$ cat config.mk
export PLATFORM = sky130hd
export DESIGN_NAME = button_event_decoder
export DESIGN_NICKNAME = d
export VERILOG_FILES = /design/src/rtl/button_event_decoder.sv
export SDC_FILE = /design/constraint.sdc
export NUM_CORES = 1
export LEC_CHECK = 0
export CORE_MARGIN = 2
export CORE_UTILIZATION = 60
export DETAILED_ROUTE_END_ITERATION = 10
export PLACE_DENSITY = 0.91
export SYNTH_ARGS = -nofsm -noshare
export SYNTH_HDL_FRONTEND = slang
export SYNTH_SLANG_ARGS = --single-unit
$ cat constraint.sdc
create_clock -name clk -period 4.5 [get_ports clk]
set_clock_uncertainty 0.2 [all_clocks]
set_input_delay 0.675 -clock clk [delete_from_list [all_inputs] [get_ports clk]]
set_output_delay 0.675 -clock clk [all_outputs]
set_load 0.005 [all_outputs]
$ cat src/rtl/button_event_decoder.sv
// Turns a debounced switch level into press/release/short/long/double-click pulses plus a long-hold level.
// One-edge latency on every output; no backpressure, events are fire-and-forget single-cycle pulses.
module button_event_decoder #(
    parameter int unsigned CNT_W       = 24,
    parameter int unsigned LONG_CYCLES = 12000000,
    parameter int unsigned DBL_GAP     = 5000000,
    parameter bit          ACTIVE_HIGH = 1'b1
) (
    input  logic clk,
    input  logic rstN,
    input  logic switchIn,
    output logic pressPulse,
    output logic releasePulse,
    output logic shortPress,
    output logic longPress,
    output logic doubleClick,
    output logic longHold
);

    typedef enum logic [2:0] {
        IDLE        = 3'd0,
        PRESSED1    = 3'd1,
        LONG_HELD   = 3'd2,
        WAIT_SECOND = 3'd3,
        PRESSED2    = 3'd4
    } state_t;

    localparam logic [CNT_W-1:0] LONG_LAST = CNT_W'(LONG_CYCLES - 1);
    localparam logic [CNT_W-1:0] GAP_LAST  = CNT_W'(DBL_GAP - 1);
    localparam logic [CNT_W-1:0] CNT_ONE   = CNT_W'(1);

    state_t           r_state;
    state_t           w_state_nxt;
    logic [CNT_W-1:0] r_cnt;
    logic [CNT_W-1:0] w_cnt_nxt;
    logic             r_btn_q;
    logic             w_btn;
    logic             w_rise;
    logic             w_fall;

    logic r_press, r_release, r_short, r_long, r_dbl, r_hold;
    logic w_press, w_release, w_short, w_long, w_dbl;

    assign w_btn  = switchIn ~^ ACTIVE_HIGH;
    assign w_rise = w_btn & ~r_btn_q;
    assign w_fall = ~w_btn & r_btn_q;

    // Edge events take priority over counter timeouts on the same edge.
    always_comb begin
        w_state_nxt = r_state;
        w_cnt_nxt   = r_cnt;
        w_press     = 1'b0;
        w_release   = 1'b0;
        w_short     = 1'b0;
        w_long      = 1'b0;
        w_dbl       = 1'b0;
        case (r_state)
            IDLE: begin
                if (w_rise) begin
                    w_press     = 1'b1;
                    w_cnt_nxt   = '0;
                    w_state_nxt = PRESSED1;
                end
            end
            PRESSED1: begin
                if (w_fall) begin
                    w_release   = 1'b1;
                    w_cnt_nxt   = '0;
                    w_state_nxt = WAIT_SECOND;
                end else if (r_cnt == LONG_LAST) begin
                    w_long      = 1'b1;
                    w_state_nxt = LONG_HELD;
                end else begin
                    w_cnt_nxt   = r_cnt + CNT_ONE;
                end
            end
            LONG_HELD: begin
                if (w_fall) begin
                    w_release   = 1'b1;
                    w_state_nxt = IDLE;
                end
            end
            WAIT_SECOND: begin
                if (w_rise) begin
                    w_press     = 1'b1;
                    w_dbl       = 1'b1;
                    w_state_nxt = PRESSED2;
                end else if (r_cnt == GAP_LAST) begin
                    w_short     = 1'b1;
                    w_state_nxt = IDLE;
                end else begin
                    w_cnt_nxt   = r_cnt + CNT_ONE;
                end
            end
            PRESSED2: begin
                if (w_fall) begin
                    w_release   = 1'b1;
                    w_state_nxt = IDLE;
                end
            end
            default: begin
                w_state_nxt = IDLE;
                w_cnt_nxt   = '0;
            end
        endcase
    end

    always_ff @(posedge clk or negedge rstN) begin
        if (!rstN) begin
            r_state   <= IDLE;
            r_cnt     <= '0;
            r_btn_q   <= 1'b0;
            r_press   <= 1'b0;
            r_release <= 1'b0;
            r_short   <= 1'b0;
            r_long    <= 1'b0;
            r_dbl     <= 1'b0;
            r_hold    <= 1'b0;
        end else begin
            r_state   <= w_state_nxt;
            r_cnt     <= w_cnt_nxt;
            r_btn_q   <= w_btn;
            r_press   <= w_press;
            r_release <= w_release;
            r_short   <= w_short;
            r_long    <= w_long;
            r_dbl     <= w_dbl;
            r_hold    <= (w_state_nxt == LONG_HELD);
        end
    end

    assign pressPulse   = r_press;
    assign releasePulse = r_release;
    assign shortPress   = r_short;
    assign longPress    = r_long;
    assign doubleClick  = r_dbl;
    assign longHold     = r_hold;

endmodule

==> flow_metrics.tcl <==
set metrics [dict create \
    outcome "finished, final reports clean" \
    ys_ff_latch 34 \
    path_buf_inv 1 \
    cts_tree "yes" \
    rsz0062_at_grt "false" \
    postCtsSetupBuffers 0 \
    clk_pin_slew_ns 0.10 \
    via_per_inst 6.22 \
    cpPeakStageDelay_ns 0.58 \
    avgSynthCellArea_um2 9.18 \
    ys_top_cells_by_area "dfrtp_1 44%, o21ai_0 6.9%, o31ai_2 5.8%" \
    syn_area_um2 1960 \
    drt_iter0_drc 65 \
    fillers 252 \
    synth_common_cells "34 x dfrtp_1, 27 x o21ai_0, 20 x nor2_1, 15 x nand3_1, 12 x nand2_1" \
    synth_edf_count 0 \
    cap_violations 0 \
    setup_viol_count_final 0 \
    worst_pin_slew_ns 0.996 \
    drc 0 \
    synth-async-reset-ratio_pct 100 \
    slowest_stage "or2_1" \
    cts-root-buf "clkbuf_4" \
    cts_buffers 5 \
    detail-route-antenna-nets 0 \
    regArea_um2 851 \
    grt_pass1_wl_um 6400 \
    dieArea_um2 3730 \
    slew-limit-headroom_pct 33.6 \
    fp.dieW_um 61.1 \
    synth_cell_types 44 \
    timing.fmax_mhz 328 \
    clk_path_buf_depth 2 \
    grt_util_all_layers_pct 23.2 \
    n_antenna_cell 0 \
    worst_slack_ns 1.45 \
    dp_hpwl_um 2530 \
    preCtsSetupSlack_ns 1.11 \
    final_cell_area_um2 2070 \
    vias 1629 \
    hold_violations 0 \
    syn_nets 217 \
    crit_path_start_kind "primary input" \
    yosysWarnings 0 \
    ys.flop_type "dfrtp_1" \
    drive_gt1_share_pct 11.5 \
    drv_slew 0 \
    worstPathMaxFanout 23 \
    place_area_um2 2030 \
    fin_crit_sh_pct 67.8 \
    drt_first_pass_iters 4 \
    fin_nets 222 \
    cts-resized-gates 0 \
    die_y_um 61.1 \
    yosysTopAreaCell "dfrtp_1" \
    io_pins 9 \
    core_um2 3080 \
    grt_pass1_vias 1415 \
    setup-tns-final_ns 0 \
    grt_max_degree 35 \
    worstSetupEndpointType "flip-flop" \
    globalplace.congestion 0.886 \
    antenna_found_initial 0 \
    wire_per_inst_um 14.3 \
    ys_seq_area_share_pct 43.5 \
    multiInputGateArea_um2 1010 \
    synth_top_area_share_pct 43.5 \
    area_growth_pct 6.01 \
    crit_chain "clkdlybuf4s50_1 -> nand2b_1 -> o21ai_0 -> a21boi_1 -> o21bai_4 -> or2_1 -> o41ai_1" \
    hold_path.class "flip-flop to flip-flop" \
    yosysMostFrequentCell "dfrtp_1" \
    numPortBuffers 8 \
    cp_top_family "compound AO/OA/AOI/OAI gates" \
    path_class "primary input to flip-flop" \
    clkSinkCount 34 \
    hold_buffers 0 \
    cts_max_level 2 \
    cp.arrival_ns 3.07 \
    synthCells 213 \
    grt-ovfl-total 0 \
    clk_latency_ns 0.34 \
    finalCriticalPeriod_ns 3.05 \
    power_leakage_uw 0.000817 \
    vdd_drop_max_uv 399 \
    fin_util_pct 67.4 \
    required_ns 4.52 \
    powerDensity_nw_per_um2 410 \
    wirelength_um 3750 \
    start_util_pct 63.5 \
    rows 20 \
]
==> power breakdown <==
group | internal, uW | switching [uW]
sequential | 334 | 45.6
combinational | 110 | 203
clock | 56.1 | 101
total | 500 | 350
==> per-layer routing <==
metal	vias to the layer above	track usage [%]	routed length [um]
met5	-	0	0
met4	0	8.70	68
met3	8	5.88	189
met2	41	34.3	1690
met1	774	32.8	1800
li1	806	-	-
==> worst register-to-register path: stages, from the launching register on <==
cell	delay, ns
dfrtp_1	0.45
or3_1	0.41
or2_0	0.23
o311a_1	0.39
o21bai_4	0.22
or2_1	0.80
o21ai_1	0.18
==> stage by stage <==
| step | cells | total power (uW) | hold slack, ns |
|---|---|---|---|
| after floorplan | 213 | 672 | 0.179 |
| after global placement | 255 | 692 | 0.309 |
| after detailed placement | 255 | 696 | 0.320 |
| after CTS | 262 | 853 | 0.335 |
| after global routing | 262 | 916 | 0.373 |
| final | 262 | 850 | 0.336 |
==> cell usage in the layout, fill, tap and decap left out, drive strengths merged, types with 3 or more instances in the layout <==
master / count
nor4: 3
o41ai: 4
clkdlybuf4s50: 8
nand3: 15
a21oi: 4
clkbuf: 5
inv: 4
or2: 3
nand2: 13
nor2b: 3
nand2b: 6
nor3: 5
dfrtp: 34
nor2: 21
and3: 6
o31ai: 17
a31oi: 8
o21ai: 33
==> kinds of logic (layout without fill, tap and decap cells) <==
group | Yosys count | in the layout | share of synthesized area (%)
simple gates | 90 | 90 | 24.8
compound gates | 71 | 71 | 25.8
flops | 34 | 34 | 43.5
buf+inv | 16 | 21 | 4.86
fa+ha+maj | 1 | 1 | 0.640
xor+xnor | 1 | 1 | 0.448
==> final timing paths <==
path                           start   endpoint  slack [ns]  cells past startpoint
max                         switchIn  r_cnt[10]        1.45                      7
min                        r_cnt[14]  r_cnt[14]        0.34                      1
max reg2reg                r_cnt[15]  r_cnt[16]        1.46                      6
min reg2reg                r_cnt[14]  r_cnt[14]        0.34                      1
max in group asynchronous       rstN  r_cnt[10]        3.27                      2
min in group asynchronous       rstN   r_cnt[8]        0.54                      2
==> sequential cells by signal, summed over array words and instances, names as in the netlist <==
signal        cells
shortPress        1
r_btn_q           1
r_state           3
r_cnt            24
releasePulse      1
longHold          1
pressPulse        1
doubleClick       1
longPress         1
==> cell type report <==
cell class / instances / share of cell area, %
Clock buffer: 5 / 1.81
Clock inverter: 2 / 0.483
Inverter: 4 / 0.724
Multi-Input combinational cell: 163 / 48.7
Sequential cell: 34 / 41.0
Tap cell: 44 / 2.66
Timing Repair Buffer: 10 / 4.59
No activity file was read; power rests on OpenSTA's default activity.
